File: src/rtl/frame_fifo_resp.sv
// frame_fifo_resp: per-channel ping-pong frame buffer, responder side of
// the FFT-start handshake. Samples written on wr_ce fill two frame banks
// alternately; a start_fft pulse streams the oldest full bank out one
// sample per cycle.
//
// Optional build macro: HANN_INDEX_EN
//   defined     -> hn_index carries the in-frame index of each dout sample
//   not defined -> hn_index is tied to 0 and no index register exists
module frame_fifo_resp #(
  parameter int DATA_W    = 16,
  parameter int FRAME_LEN = 128,
  parameter int OFFSET    = 0,
  localparam int PTR_W    = $clog2(FRAME_LEN)
) (
  input  logic              clk,
  input  logic              n_rst,
  input  logic              wr_ce,
  input  logic [DATA_W-1:0] din,
  input  logic              start_fft,
  output logic              ready,
  output logic [DATA_W-1:0] dout,
  output logic              dout_valid,
  output logic              frame_last,
  output logic              overflow,
  output logic [PTR_W-1:0]  hn_index
);

  localparam logic [PTR_W-1:0] LAST_IDX = PTR_W'(FRAME_LEN - 1);

  typedef enum logic {IDLE, READ} state_t;

  // Both banks live in one array; the bank number is the address MSB.
  logic [DATA_W-1:0] mem [0:2*FRAME_LEN-1];

  state_t            state, state_nxt;
  logic [1:0]        full, full_nxt;
  logic              wbank;
  logic [PTR_W-1:0]  wptr;
  logic [PTR_W-1:0]  skip_cnt;
  logic              rd_next;   // oldest full bank, next one to be read
  logic              rbank;
  logic [PTR_W-1:0]  rptr;      // index of the sample currently on dout
  logic [PTR_W-1:0]  rptr_inc;

  logic              wr_live;
  logic              wr_accept;
  logic              wr_wrap;
  logic              rd_accept;
  logic              rd_end;
  logic [PTR_W:0]    rd_addr;
  logic [DATA_W-1:0] rd_data;

  // Handshake decode, next bank flags and next read address.
  // NOTE: every signal assigned here gets a default first, so no latch is inferred.
  always_comb begin
    wr_live   = wr_ce && (skip_cnt == '0);
    wr_accept = wr_live && !full[wbank];
    wr_wrap   = wr_accept && (wptr == LAST_IDX);
    rd_accept = (state == IDLE) && start_fft && ready;
    rd_end    = (state == READ) && (rptr == LAST_IDX);
    rptr_inc  = rptr + PTR_W'(1);

    // The bank being read stays full until freed, so a write never
    // completes that same bank; both flag updates can land together.
    full_nxt = full;
    if (wr_wrap) full_nxt[wbank] = 1'b1;
    if (rd_end)  full_nxt[rbank] = 1'b0;

    state_nxt = state;
    if (rd_accept)   state_nxt = READ;
    else if (rd_end) state_nxt = IDLE;

    rd_addr = rd_accept ? {rd_next, {PTR_W{1'b0}}} : {rbank, rptr_inc};
    rd_data = mem[rd_addr];
  end

  // Sample storage write port.
  // NOTE: the frame memory has no reset; the full flags alone decide whether its contents are meaningful.
  always_ff @(posedge clk) begin
    if (wr_accept) mem[{wbank, wptr}] <= din;
  end

  // Write pointer, skip counter, bank flags and the read FSM with its registered outputs.
  // NOTE: all state here uses non-blocking assignments so every register samples pre-edge values.
  always_ff @(posedge clk or negedge n_rst) begin
    if (!n_rst) begin
      state      <= IDLE;
      full       <= '0;
      wbank      <= 1'b0;
      wptr       <= '0;
      skip_cnt   <= PTR_W'(OFFSET);
      rd_next    <= 1'b0;
      rbank      <= 1'b0;
      rptr       <= '0;
      ready      <= 1'b0;
      dout       <= '0;
      dout_valid <= 1'b0;
      frame_last <= 1'b0;
      overflow   <= 1'b0;
    end else begin
      state <= state_nxt;
      full  <= full_nxt;
      ready <= (state_nxt == IDLE) && (|full_nxt);

      if (wr_ce && (skip_cnt != '0)) skip_cnt <= skip_cnt - PTR_W'(1);
      if (wr_live && full[wbank])    overflow <= 1'b1;

      if (wr_accept) begin
        wptr <= wptr + PTR_W'(1);
        if (wr_wrap) wbank <= ~wbank;
      end

      case (state)
        IDLE: begin
          if (rd_accept) begin
            rbank      <= rd_next;
            rptr       <= '0;
            dout       <= rd_data;
            dout_valid <= 1'b1;
            frame_last <= 1'b0;
          end
        end
        READ: begin
          if (rd_end) begin
            dout_valid <= 1'b0;
            frame_last <= 1'b0;
            rd_next    <= ~rd_next;
          end else begin
            rptr       <= rptr_inc;
            dout       <= rd_data;
            frame_last <= (rptr_inc == LAST_IDX);
          end
        end
        default: ;
      endcase
    end
  end

`ifdef HANN_INDEX_EN
  // In-frame index registered alongside dout; 0 whenever dout is not valid.
  always_ff @(posedge clk or negedge n_rst) begin
    if (!n_rst) begin
      hn_index <= '0;
    end else if (rd_accept) begin
      hn_index <= '0;
    end else if ((state == READ) && !rd_end) begin
      hn_index <= rptr_inc;
    end else begin
      hn_index <= '0;
    end
  end
`else
  assign hn_index = '0;
`endif

endmodule
File: config.mk
export PLATFORM = sky130hd
export DESIGN_NAME = frame_fifo_resp
export DESIGN_NICKNAME = d
export VERILOG_FILES = /design/src/rtl/frame_fifo_resp.sv
export SDC_FILE = /design/constraint.sdc
export NUM_CORES = 2
export LEC_CHECK = 0
export BUFFER_PORTS_ARGS = -buffer_cell sky130_fd_sc_hd__buf_2
export CAP_MARGIN = 20
export CORE_ASPECT_RATIO = 0.8
export CORE_MARGIN = 5
export CORE_UTILIZATION = 26
export DETAILED_ROUTE_END_ITERATION = 6
export PLACE_DENSITY = 0.38
export SYNTH_ARGS = -nofsm -noshare
export SYNTH_HDL_FRONTEND = slang
export SYNTH_SLANG_ARGS = --single-unit
File: constraint.sdc
create_clock -name clk -period 8.7 [get_ports clk]
set_input_delay 1.305 -clock clk [delete_from_list [all_inputs] [get_ports clk]]
set_output_delay 1.305 -clock clk [all_outputs]
set_load 0.005 [all_outputs]
==> impl_summary.txt <==
----------------------------------------------------
[STA]
  Min Tclk post-route ... ~7000 ps
  Setup tns final ... 0 ps
  Transition time at the pin with the least slew margin ... around 1400 ps
  F_max ... 145 MHz
  Max Transition Viols Final ... 0
  Final setup vio count ... 0
  Final hold viol count ... 0
  Share of the clock period used by the worst path ... 0.791
  Clock skew ... 68.9 ps
  RSZ-0062 raised after global routing ... false
  Worst slew slack as a fraction of its limit ... 0.0927
  Fin Hold WS ... 99.0 ps

[Critical path]
  R2r startpoint ... rptr[0]$_DFFE_PN0P_
  Critical path required time ... around 9600 ps
  Category of the worst setup path launch point ... register
  Worst reg2reg path endpoint ... dout[8]$_DFFE_PN0P_
  Cell type with the highest occurrence count on the critical path ... sky130_fd_sc_hd__a21oi_1
  Worst setup path class ... register to register
  Critical Path Slowest Stage Cell ... sky130_fd_sc_hd__nor4_1
  Worst reg2reg path depth ... 10
  Launch point of the critical path ... rptr[0]$_DFFE_PN0P_
  Peak per-stage delay on the critical path ... between 900 and 1000 ps
  Endpoint kind of the worst setup timing path ... register
  Data arrival time at the worst-slack endpoint ... approximately 7800 ps
  Sequence of cells on the critical path ... ha_1 > xor2_4 > nand2_4 > nand2_4 > a21oi_1 > nor4_1 > a21oi_1 > or3_1 > a41oi_1 > a21oi_1
  Largest driver fanout on the critical path ... 32
  Setup slack on the worst flop-to-flop path ... 1820 ps

[Synth]
  Largest family of logic cells by synthesized area ... compound AO/OA/AOI/OAI gates
  Compound-cell area share of the yosys netlist ... 0.0972
  Adder and majority cell fraction of the synthesized area ... 0.000608
  Mapped cell area ... roughly 160,000 sq um
  Xor and xnor fraction of the mapped netlist area ... 0.00147
  Gate count after technology mapping ... 10,700
  Sequential share of the synthesized area ... 0.754
  Synthesized-area fraction occupied by and/or/nand/nor cells ... 0.0690
  Async set or reset register ratio after synthesis ... 0.0113
  Post-synth cell types ... 95
  Top-area cell type share of the netlist area ... 0.747
  Largest area contributor in the synthesized netlist ... sky130_fd_sc_hd__edfxtp_1
  Share of synthesized area spent on multiplexers ... 0.0531
  Synthesized area per cell ... 15.4 sq um
  Synth area leaders ... sky130_fd_sc_hd__edfxtp_1 (75%), sky130_fd_sc_hd__nand2_1 (3.0%), sky130_fd_sc_hd__mux2i_1 (2.8%), sky130_fd_sc_hd__a21oi_1 (1.6%), sky130_fd_sc_hd__mux4_2 (1.5%)
  Synth Warn # ... 0
  EDFF count, synth ... 4,096
  Most frequently used flop master after synthesis ... sky130_fd_sc_hd__edfxtp_1
  Post-synthesis register bit count ... between 4,000 and 5,000

[Clocking]
  Deepest level of the CTS H-tree ... 5
  Num Clock Sinks ... 4,143
  Clock Root Buffer ... sky130_fd_sc_hd__clkbuf_16
  Bufs on Longest Clock Path ... 4
  Clock-pin transition on the worst setup and hold timing paths ... approximately 60 ps
  Clock latency reported for the late side of the worst-skew pair ... around 1100 ps
  Number of setup buffers added after CTS ... 0
  Post-cts repair resize count ... 0
  Total clock buffers created by CTS ... roughly 440
  Hold buffer count at cts ... 0
  TritonCTS clock tree ... yes

[Floorplanning]
  Effective utilization at floorplan ... 0.261
  Core Area ... 631,000 sq um
  Die height ... ~720 microns
  I/O pin cnt ... 47
  Width of the chip ... approximately 900 microns
  Row count ... between 200 and 300
  Area enclosed by the die boundary ... ~650,000 sq um

[Pwr]
  Worst vdd rail ir drop ... between 0.15 and 0.2 mV
  Ratio of total power to cell area ... ~210 nW/um^2
  Leakage ... about 0.062 uW
  Overall power ... 41,500 uW

[Route]
  Drt via density ... around 5.4
  Detail Route Antenna Nets ... 0
  Highest metal used ... met5
  Final wirelength ... 720,000 microns
  Routed length on met2 ... 307,000 microns
  Final routed DRC violation total ... 0
  Router iterations before antenna repair ... 5
  Number of design-rule violations left by the first detailed-router iteration ... 14,700
  Sum of met3 wire segment lengths after detailed routing ... between 60,000 and 70,000 microns
  Met1 Wirelength ... approximately 330,000 microns
  Routed via count ... between 100k and 150k
  Routed length per instance ... roughly 36 microns

[Placed design]
  Number of instances in the placed design ... ~19,000
  Final RePlAce weighted congestion ... between 0.8 and 0.9
  Total half-perimeter wirelength after legalization and detailed placement ... 440,000 microns
  PortBufs ... 39

[Global route]
  First-pass GRT wire length ... 954,000 microns
  Via count of the first global-routing pass ... roughly 100,000
  Pin count of the biggest net entering global routing ... 132
  Overall track demand over capacity in global routing ... 0.213
  GRT Residual Overflow ... 0
  Antenna violations before repair ... 87

[Final layout]
  Layout cells sized above 1 ... 0.163
  Final Net Count ... approximately 11,000
  Number of inserted filler cells in the final layout ... between 60,000 and 70,000
  Relative area change from synthesis to final layout ... 17.2%
  Final instance count without filler cells ... between 15,000 and 20,000

[Run]
  Max cap viols ... 0

[Run status]
  Run status ... finished, final reports clean

[Worst hold path]
  Hold Path Class ... input pin to asynchronous set/reset pin

----------------------------------------------------
## worst max-delay path, delay by kind of cell, from the launching register on
family                   cells  cell delay, ps
AO/OA/AOI/OAI                4            1430
XOR/XNOR                     1             740
adder cells (fa/ha/maj)      1             720
flip-flops                   1             850
AND/OR/NAND/NOR              4            2890
## Yosys cell counts, types with 47 or more instances
cell type	count
sky130_fd_sc_hd__a211oi_1	247
sky130_fd_sc_hd__a21oi_1	533
sky130_fd_sc_hd__a221oi_1	90
sky130_fd_sc_hd__a22oi_1	91
sky130_fd_sc_hd__a311oi_1	81
sky130_fd_sc_hd__a31oi_1	204
sky130_fd_sc_hd__buf_2	388
sky130_fd_sc_hd__buf_4	90
sky130_fd_sc_hd__clkbuf_1	261
sky130_fd_sc_hd__dfrtp_1	47
sky130_fd_sc_hd__edfxtp_1	4096
sky130_fd_sc_hd__mux2_2	144
sky130_fd_sc_hd__mux2i_1	464
sky130_fd_sc_hd__mux4_2	109
sky130_fd_sc_hd__nand2_1	1317
sky130_fd_sc_hd__nand3_1	253
sky130_fd_sc_hd__nor2_1	397
sky130_fd_sc_hd__nor2b_1	103
sky130_fd_sc_hd__nor3_1	194
sky130_fd_sc_hd__o211ai_1	141
sky130_fd_sc_hd__o21ai_0	405
sky130_fd_sc_hd__o221ai_1	139
sky130_fd_sc_hd__o22ai_1	219
sky130_fd_sc_hd__or3_1	146
## through the flow
stage | worst slack [ps] | instance area [sq um] | util
detailed placement | 1500 | 179000 | 0.283
finish | 1820 | 193000 | 0.306
global placement | 1270 | 178000 | 0.282
CTS | 1990 | 193000 | 0.305
global route | 1950 | 193000 | 0.306
floorplan | 4890 | 165000 | -
## cell families (layout without fill, tap and decap cells)
| family | Yosys count | after routing |
|---|---|---|
| AOI/OAI and AO/OA | 2419 | 2419 |
| buffers and inverters | 811 | 1479 |
| other | 1 | 24 |
| xor gates and xnor gates | 23 | 23 |
| and+or+nand+nor | 2572 | 2572 |
| DFF | 4143 | 4143 |
| muxes | 719 | 719 |
| adders and majority gates | 8 | 8 |
## state kept, by name (all words and copies together), names as in the netlist, 2 cells and up
name,cells
skip_cnt,7
wptr,7
full,2
rptr,7
mem,4096
dout,16
## worst max path at each step
| stage | to | slack (ps) |
|---|---|---|
| final | dout[8]$_DFFE_PN0P_ | 1820 |
| after floorplan | dout[11]$_DFFE_PN0P_ | 4890 |
| after global placement | dout[8]$_DFFE_PN0P_ | 1270 |
| after detailed placement | dout[14]$_DFFE_PN0P_ | 1500 |
| after CTS | dout[8]$_DFFE_PN0P_ | 1990 |
| after global routing | dout[14]$_DFFE_PN0P_ | 1950 |
## layout by cell type (no fill, tap or decap), drive strengths merged, types with 139 or more instances in the layout
cell	n
nor3	200
o22ai	219
edfxtp	4096
nand2	1319
mux2	144
clkinv	179
o21ai	416
nand3	255
a21oi	537
nor2	401
a31oi	204
or3	146
a211oi	247
o211ai	141
o221ai	139
buf	665
clkbuf	555
mux2i	466
## metal layers
layer	global-route usage	vias up
met5	0	-
met3	0.0420	885
met2	0.314	5372
li1	-	42800
met4	0.0511	16
met1	0.322	57300
## cell type report
| class | count | area [sq um] | share of cell area |
|---|---|---|---|
| sequential | 4143 | 124000 | 0.644 |
| multi-input combinational | 5748 | 37800 | 0.196 |
| clock buffer | 554 | 11600 | 0.0603 |
| tap | 8416 | 10500 | 0.0546 |
| timing repair buffer | 666 | 6160 | 0.0319 |
| clock inverter | 242 | 2490 | 0.0129 |
| inverter | 17 | 71.3 | 0.000370 |
| antenna | 17 | 42.5 | 0.000220 |
## power breakdown
group          total (uW)  switching [uW]  internal, uW
Combinational         531             465          65.6
Sequential          22000            24.0         22000
Clock               19000            8300         10700
Note: power is estimated with default switching activity, not from simulation.
